==> config.mk <==
export PLATFORM = sky130hd
export DESIGN_NAME = svm_axis_bram_writer
export DESIGN_NICKNAME = d
export VERILOG_FILES = /design/src/rtl/svm_dskw_pkg.sv /design/src/rtl/svm_axis_bram_writer.sv
export SDC_FILE = /design/constraint.sdc
export NUM_CORES = 1
export LEC_CHECK = 0
export CAP_MARGIN = 20
export CORE_MARGIN = 1.5
export CORE_UTILIZATION = 57
export CTS_CLUSTER_DIAMETER = 50
export DETAILED_ROUTE_END_ITERATION = 8
export GPL_TIMING_DRIVEN = 0
export MAX_ROUTING_LAYER = met4
export PLACE_DENSITY = 0.86
export SETUP_SLACK_MARGIN = 0.4
export SLEW_MARGIN = 20
export SYNTH_ARGS = -nofsm -noshare
export SYNTH_HDL_FRONTEND = slang
export SYNTH_SLANG_ARGS = --single-unit
export TNS_END_PERCENT = 5
==> constraint.sdc <==
create_clock -name clk -period 2.91 [get_ports clk]
set_input_delay 0.291 -clock clk [delete_from_list [all_inputs] [get_ports clk]]
set_output_delay 0.291 -clock clk [all_outputs]
set_load 0.02 [all_outputs]
==> src/rtl/svm_dskw_pkg.sv <==
// Shared types and defaults for the SVM AXI-Stream to BRAM writer.
// Holds the FSM state enum, parameter defaults and the BRAM write-enable constant.
package svm_dskw_pkg;

    typedef enum logic [1:0] {
        IDLE,
        RECV,
        WRITE,
        DONE
    } state_t;

    localparam int DEF_WIDTH       = 16;
    localparam int DEF_TDATA_WIDTH = 32;
    localparam int DEF_DEPTH       = 1024;
    localparam int DEF_ADDR_STEP   = 4;

    localparam logic [3:0] BRAM_WE_ALL = 4'b1111;

endpackage

==> src/rtl/svm_axis_bram_writer.sv <==
// Unpacks AXI-Stream beats into WIDTH-bit words written one per cycle into BRAM.
// Optional tlast/length consistency checking is enabled by SVM_TLAST_CHECK_EN.
module svm_axis_bram_writer
    import svm_dskw_pkg::*;
#(
    parameter int WIDTH                = DEF_WIDTH,
    parameter int C_S_AXIS_TDATA_WIDTH = DEF_TDATA_WIDTH,
    parameter int DEPTH                = DEF_DEPTH,
    parameter int ADDR_STEP            = DEF_ADDR_STEP,
    parameter int CNT_W                = $clog2(DEPTH + 1)
) (
    input  logic                            clk,
    input  logic                            rst,
    input  logic                            start,
    input  logic [31:0]                     base_addr,
    input  logic [CNT_W-1:0]                length,
    output logic                            busy,
    output logic                            err,
    input  logic [C_S_AXIS_TDATA_WIDTH-1:0] s_axis_tdata,
    input  logic                            s_axis_tvalid,
    input  logic                            s_axis_tlast,
    output logic                            s_axis_tready,
    output logic [31:0]                     axi_address,
    output logic [WIDTH-1:0]                axi_in_data,
    output logic                            axi_en,
    output logic [3:0]                      axi_we,
    output logic                            done_interrupt
);

    localparam int LANES = C_S_AXIS_TDATA_WIDTH / WIDTH;
    localparam int LW    = $clog2(LANES + 1);

    state_t state_q, state_d;

    logic                            busy_q, busy_d;
    logic                            err_q, err_d;
    logic                            tready_q, tready_d;
    logic                            en_q, en_d;
    logic [3:0]                      we_q, we_d;
    logic [31:0]                     addr_q, addr_d;
    logic [WIDTH-1:0]                data_q, data_d;
    logic                            done_q, done_d;
    logic [C_S_AXIS_TDATA_WIDTH-1:0] hold_q, hold_d;
    logic [CNT_W-1:0]                len_q, len_d;
    logic [CNT_W-1:0]                idx_q, idx_d;
    logic [LW-1:0]                   lane_q, lane_d;
    logic [31:0]                     nxt_addr_q, nxt_addr_d;
    logic                            early_q, early_d;

    logic [WIDTH-1:0] lane_word;

    always_comb begin
        lane_word = '0;
        for (int i = 0; i < LANES; i++) begin
            if (lane_q == LW'(i)) begin
                lane_word = hold_q[i*WIDTH +: WIDTH];
            end
        end
    end

`ifdef SVM_TLAST_CHECK_EN
    logic [CNT_W-1:0] remain;
    logic             final_beat;

    // The beat about to be captured holds word length-1.
    assign remain     = len_q - idx_q;
    assign final_beat = (remain <= CNT_W'(LANES));
`else
    logic tlast_unused;

    assign tlast_unused = s_axis_tlast;
`endif

    always_comb begin
        state_d    = state_q;
        busy_d     = 1'b1;
        err_d      = err_q;
        tready_d   = 1'b0;
        en_d       = 1'b0;
        we_d       = '0;
        addr_d     = addr_q;
        data_d     = data_q;
        done_d     = 1'b0;
        hold_d     = hold_q;
        len_d      = len_q;
        idx_d      = idx_q;
        lane_d     = lane_q;
        nxt_addr_d = nxt_addr_q;
        early_d    = early_q;

        unique case (state_q)
            IDLE: begin
                busy_d = 1'b0;
                if (start) begin
                    busy_d     = 1'b1;
                    err_d      = 1'b0;
                    len_d      = length;
                    idx_d      = '0;
                    lane_d     = '0;
                    nxt_addr_d = base_addr;
                    early_d    = 1'b0;
                    if (length == '0) begin
                        state_d = DONE;
                    end else if (length > CNT_W'(DEPTH)) begin
                        err_d   = 1'b1;
                        state_d = DONE;
                    end else begin
                        state_d  = RECV;
                        tready_d = 1'b1;
                    end
                end
            end

            RECV: begin
                tready_d = 1'b1;
                if (s_axis_tvalid) begin
                    // Lane 0 goes out straight from the bus on the accepting edge.
                    tready_d   = 1'b0;
                    hold_d     = s_axis_tdata;
                    en_d       = 1'b1;
                    we_d       = BRAM_WE_ALL;
                    data_d     = s_axis_tdata[WIDTH-1:0];
                    addr_d     = nxt_addr_q;
                    nxt_addr_d = nxt_addr_q + 32'(ADDR_STEP);
                    idx_d      = idx_q + CNT_W'(1);
                    lane_d     = LW'(1);
                    state_d    = WRITE;
`ifdef SVM_TLAST_CHECK_EN
                    if (s_axis_tlast != final_beat) begin
                        err_d = 1'b1;
                    end
                    early_d = s_axis_tlast && !final_beat;
`else
                    early_d = 1'b0;
`endif
                end
            end

            WRITE: begin
                if (idx_q == len_q) begin
                    state_d = DONE;
                    done_d  = 1'b1;
                end else if (lane_q == LW'(LANES)) begin
                    if (early_q) begin
                        state_d = DONE;
                        done_d  = 1'b1;
                    end else begin
                        state_d  = RECV;
                        tready_d = 1'b1;
                    end
                end else begin
                    en_d       = 1'b1;
                    we_d       = BRAM_WE_ALL;
                    data_d     = lane_word;
                    addr_d     = nxt_addr_q;
                    nxt_addr_d = nxt_addr_q + 32'(ADDR_STEP);
                    idx_d      = idx_q + CNT_W'(1);
                    lane_d     = lane_q + LW'(1);
                end
            end

            DONE: begin
                // Zero-length and rejected transfers spend one quiet cycle here first.
                if (done_q) begin
                    state_d = IDLE;
                    busy_d  = 1'b0;
                end else begin
                    done_d = 1'b1;
                end
            end

            default: begin
                state_d = IDLE;
                busy_d  = 1'b0;
            end
        endcase
    end

    always_ff @(posedge clk or negedge rst) begin
        if (!rst) begin
            state_q    <= IDLE;
            busy_q     <= 1'b0;
            err_q      <= 1'b0;
            tready_q   <= 1'b0;
            en_q       <= 1'b0;
            we_q       <= '0;
            addr_q     <= '0;
            data_q     <= '0;
            done_q     <= 1'b0;
            hold_q     <= '0;
            len_q      <= '0;
            idx_q      <= '0;
            lane_q     <= '0;
            nxt_addr_q <= '0;
            early_q    <= 1'b0;
        end else begin
            state_q    <= state_d;
            busy_q     <= busy_d;
            err_q      <= err_d;
            tready_q   <= tready_d;
            en_q       <= en_d;
            we_q       <= we_d;
            addr_q     <= addr_d;
            data_q     <= data_d;
            done_q     <= done_d;
            hold_q     <= hold_d;
            len_q      <= len_d;
            idx_q      <= idx_d;
            lane_q     <= lane_d;
            nxt_addr_q <= nxt_addr_d;
            early_q    <= early_d;
        end
    end

    assign busy           = busy_q;
    assign err            = err_q;
    assign s_axis_tready  = tready_q;
    assign axi_address    = addr_q;
    assign axi_in_data    = data_q;
    assign axi_en         = en_q;
    assign axi_we         = we_q;
    assign done_interrupt = done_q;

endmodule
Word-level counts from Yosys, hierarchy flattened
Index checks and enable logic that the tools add are counted.
W data, S select, Z words.
{ "word_totals": {"ram_bits": 0, "latchBits": 0, "rom_bits": 0, "register_bits": 148, "out_inout_bits": 57, "n_memories": 0, "in_bits": 80} }
{ "op_classes": {"mul": 0, "n_reduce_logical": 12, "n_div": 0, "muxes": 62, "order_cmp": 1, "bitwise_logic": 0, "shifts": 0, "n_addsub": 3, "eq_ne": 12} }
{ "op_table": {"columns": ["op", "n"], "rows": [
  ["$mux W32", 7],
  ["$pmux W32 S3", 1],
  ["$mux W16", 5],
  ["$pmux W32 S2", 1],
  ["$mux W11", 4],
  ["$pmux W11 S3", 1],
  ["$add A32 B3 Y32 const B", 1],
  ["$pmux W16 S2", 1],
  ["$mux W2", 12],
  ["$mux W1", 19],
  ["$mux W4", 3],
  ["$add A11 B1 Y11 const B", 1],
  ["$eq A11 B11 Y1", 1],
  ["$gt A11 B11 Y1 const B", 1],
  ["$logic_not A11 Y1", 1],
  ["$ne A2 B2 Y1 const B", 5],
  ["$pmux W1 S2", 4],
  ["$pmux W2 S4", 1],
  ["$pmux W4 S2", 1],
  ["$reduce_and A4 Y1", 2],
  ["$eq A2 B2 Y1 const B", 3],
  ["$pmux W2 S3", 1],
  ["$reduce_and A5 Y1", 1],
  ["$eq A2 B1 Y1 const B", 2],
  ["other kinds (8)", 11]
]} }

Depth between registers and ports, before layout
{ "logic_depth": {"ltp_word": 6, "mapped_depth": 9, "mapped_depth_nobuf": 7} }

Worst setup path after synthesis
OpenSTA, ideal clock, no wires.
{ "synth_path": {"kind": "register to register", "start": "register state_q[0]", "end": "register nxt_addr_q[25]", "arrival_time_ps": 1904, "path_buffers": 3, "stages_incl_launch_ff": 10, "slack_ps": 941, "period_less_slack_ps": 1969, "path_cell_list": "dfrtp_1 inv_1 ha_1 clkbuf_1 inv_1 clkbuf_1 clkbuf_1 nor2_1 a32oi_1 o221a_2"} }
{ "synth_via": {"elab_chain_cells": 3, "elab_cells_between_ends": 10, "cone_classes": "eq/ne: 6; mux: 1; reduce/logical: 3"} }
{ "synth_lines": {"columns": ["element", "line_no", "text"], "rows": [
  ["start: declaration", "svm_axis_bram_writer.sv:33", "state_t state_q, state_d;"],
  ["start signal: assignment", "svm_axis_bram_writer.sv:197", "state_q <= state_d;"],
  ["$eq A2 B2 Y1, or another cell as far along", "svm_axis_bram_writer.sv:91", "unique case (state_q)"],
  ["$ne A2 B2 Y1 (no source line) / $reduce_bool A3 Y1 (equally long branches)", null, null],
  ["$reduce_and A5 Y1 (no source line)", null, null],
  ["end signal: assignment", "svm_axis_bram_writer.sv:210", "nxt_addr_q <= nxt_addr_d;"],
  ["end: declaration", "svm_axis_bram_writer.sv:47", "logic [31:0] nxt_addr_q, nxt_addr_d;"]
]} }
Several ways; a longest one is shown, not always the timed one.
A chain may end at the register's enable or synchronous reset.

Worst setup path in the final report
Same ends and word-level chain as after synthesis.

==> reports/metrics.yaml <==
outcome: "complete, no violations"
syn_area_um2: 7182
leakagePower_nw: 4.031
setup_viol: 0
critPathKind: "register to register"
clockBufferDepth: 2
worstRegToRegCells: 9
synth_top_area_share_pct: 49.83
hold_end: "nxt_addr_q[1]$_DFFE_PN0P_"
multi_input_area_um2: 3358
netlist_top_cells_count: "dfrtp_1 (143), nand2_1 (87), mux2_2 (71), nor2_1 (51), a21oi_1 (42)"
grt_pass1_vias: 6172
synth_top_area_cell: "dfrtp_1"
numPortBuffers: 135
fmax_ghz: 0.4003
root_buffer: "clkbuf_16"
insertion_delay_ns: 0.42
crit_fanout: 10
antenna_found_initial: 0
synthTopCellsByArea: "dfrtp_1 (50%), mux2_2 (11%), nand2_1 (4.5%)"
arrival_ns: 2.86
finalHoldViolations: 0
cts_tree: "done"
drc: 0
yosys_most_used_dff: "dfrtp_1"
yosys_warnings: 0
slew_headroom_pct: 57.38
die-height_um: 115.3
dp.cells: 973
finalClockSkew_ns: 0.007266
avgViaCountPerCell: 6.036
hp-class: "primary input to register"
seq_area_um2: 3578
crit_required_ns: 3.27
instances_no_fill: 1006
drt-total-wl_um: 19410
peakVddDrop_uv: 852.6
cap_violations: 0
cp-start-kind: "register"
dp_hpwl_um: 13480
place_ws_ns: 0.3109
slew_violations: 0
grt_start_max_net_pins: 82
slowest_stage: "dfrtp_1"
area_delta_synth_final_pct: 30.82
grt.total_usage_pct: 31.74
drt_first_pass_iters: 7
drtIter0Drc: 658
nNetsFinal: 914
vias: 6072
clk_pin_slew_ns: 0.06
grt_first_pass_wirelength_um: 31210
synthArstFlopShare_pct: 100.0
globalRoute.totalOverflow: 0
start_util_pct: 59.05
synth-seq-cells: 143
reg2reg_to: "nxt_addr_q[25]$_DFFE_PN0P_"
r2r_slack_ns: 0.41
hold_ws_ns: 0.4440
gp_congestion: 0.9531
synth_nets: 758
io_pins: 137
antennaDiodeCount: 0
dieArea_um2: 13280
worst_pin_slew_ns: 0.6392
finalCriticalPeriod_ns: 2.498
die_x_um: 115.3
numClockSinks: 143
seq_area_frac_synth_pct: 49.83
core_region_area_um2: 12160
synth-edff-count: 0
period_share_pct: 85.84
whs_path_depth: 3
drt-wirelength-per-cell_um: 19.29
end_kind: "register"
n_fill_cell: 784
htreeDepth: 4
layout_setup_ws_ns: 0.4120
max_stage_delay_ns: 0.40
min-delay-start: "base_addr[1]"
p_total_w: 0.01283
final_layout_size_suffix_gt1_share_pct: 19.21
rows: 40
synthCells: 669
synth_most_common_cell: "dfrtp_1"
ant_nets: 0
rsz0062_at_grt: "true"
finalSetupTns_ns: 0
powerDensity_nw_per_um2: 1365
syn_avg_cell_area_um2: 10.74
r2r-start: "state_q[0]$_DFFE_PN0P_"
cts_buffers: 17
path_cells: "inv_1 > ha_1 > clkbuf_1 > inv_1 > clkbuf_1 > clkbuf_2 > nor2_1 > a32oi_1 > o221a_2"
synth.distinct_cells: 55
logic make-up after synthesis:
family,Yosys count,share of synthesized area (%)
xor gates and xnor gates,12,1.673
and+or+nand+nor,257,18.05
muxes,97,16.15
AOI/OAI and AO/OA,102,9.251
buffers and inverters,49,3.484
adders and majority gates,9,1.568
DFF,143,49.83
routing by layer:
| metal | wire length [um] | track usage [%] | part of all wire (%) | up-vias |
|---|---|---|---|---|
| met5 | 0 | - | 0 | - |
| li1 | - | - | - | 2733 |
| met2 | 9635 | 51.15 | 50 | 325 |
| met1 | 7975 | 39.65 | 41 | 2965 |
| met3 | 1362 | 5.957 | 7.0 | 49 |
| met4 | 435 | 13.09 | 2.2 | 0 |
stage by stage:
stage / cell area [um^2] / util, %
finish: 9395 / 77.25
global placement: 8743 / 71.89
global route: 9395 / 77.25
CTS: 9385 / 77.17
floorplan: 7182 / -
detailed placement: 8776 / 72.16
report_power, final:
group | leakage [nW] | total (W) | switching [W] | internal [W]
combinational | 2.01 | 0.00677 | 0.00356 | 0.00321
sequential | 1.72 | 0.00387 | 0.000834 | 0.00304
clock | 0.299 | 0.00219 | 0.000809 | 0.00138
total | 4.03 | 0.0128 | 0.00520 | 0.00763
worst max path at each step:
stage / start / end / cells after the start
after floorplan: state_q[0]$_DFFE_PN0P_ / nxt_addr_q[25]$_DFFE_PN0P_ / 9
after global placement: rst / axi_address[19]$_DFFE_PN0P_ / 1
after detailed placement: state_q[0]$_DFFE_PN0P_ / nxt_addr_q[25]$_DFFE_PN0P_ / 9
after CTS: state_q[1]$_DFFE_PN0P_ / nxt_addr_q[7]$_DFFE_PN0P_ / 8
after global routing: state_q[0]$_DFFE_PN0P_ / nxt_addr_q[25]$_DFFE_PN0P_ / 9
final: state_q[0]$_DFFE_PN0P_ / nxt_addr_q[25]$_DFFE_PN0P_ / 9
layout by cell type (no fill, tap or decap), types with 6 or more instances in the layout:
cell type | synthesis | routed
a21oi_1 | 42 | 42
a22oi_1 | 7 | 7
and3_1 | 17 | 17
buf_4 | 8 | 8
clkbuf_1 | 20 | 17
clkbuf_16 | 0 | 17
clkdlybuf4s50_1 | 0 | 134
clkinv_2 | 0 | 7
dfrtp_1 | 143 | 143
ha_1 | 9 | 9
inv_1 | 6 | 6
mux2_2 | 71 | 71
mux2_4 | 20 | 20
mux2i_1 | 6 | 6
nand2_1 | 87 | 87
nand3_1 | 36 | 36
nand4_1 | 7 | 7
nand4b_1 | 10 | 10
nor2_1 | 51 | 51
nor3_1 | 17 | 16
o21ai_0 | 13 | 13
or4_1 | 6 | 6
xnor2_1 | 9 | 9
sequential cells by signal (all words and copies together), names as in the netlist:
signal / flops
err: 1
s_axis_tready: 1
hold_q: 32
done_interrupt: 1
state_q: 2
len_q: 11
axi_address: 32
busy: 1
axi_in_data: 16
axi_we: 1
lane_q: 2
idx_q: 11
nxt_addr_q: 32
cell type report:
cell class,count,area share [%]
tap,168,2.237
clock inverter,12,1.505
buffer,43,2.490
multi-input combinational,477,35.74
sequential,143,38.09
inverter,6,0.2397
clock buffer,20,4.861
timing repair buffer,137,14.84
worst max-delay path: cells and delay by family (launching register included):
kind	cells	cell delay, ns
and+or+nand+nor	1	0.10
adders and majority gates	1	0.28
buffers and inverters	5	1.24
DFF	1	0.40
AOI/OAI and AO/OA	2	0.41
timing repair:
| action | CTS | global route |
|---|---|---|
| resized for setup | 1 | 8 |
| buffers inserted | 0 | 0 |
| hold buffers | 1 | 0 |
| pin swaps | 0 | 0 |
| setup endpoints to repair | 9 | 36 |
| endpoints found under the hold margin | 80 | 0 |
No activity file was read; power rests on OpenSTA's default activity.
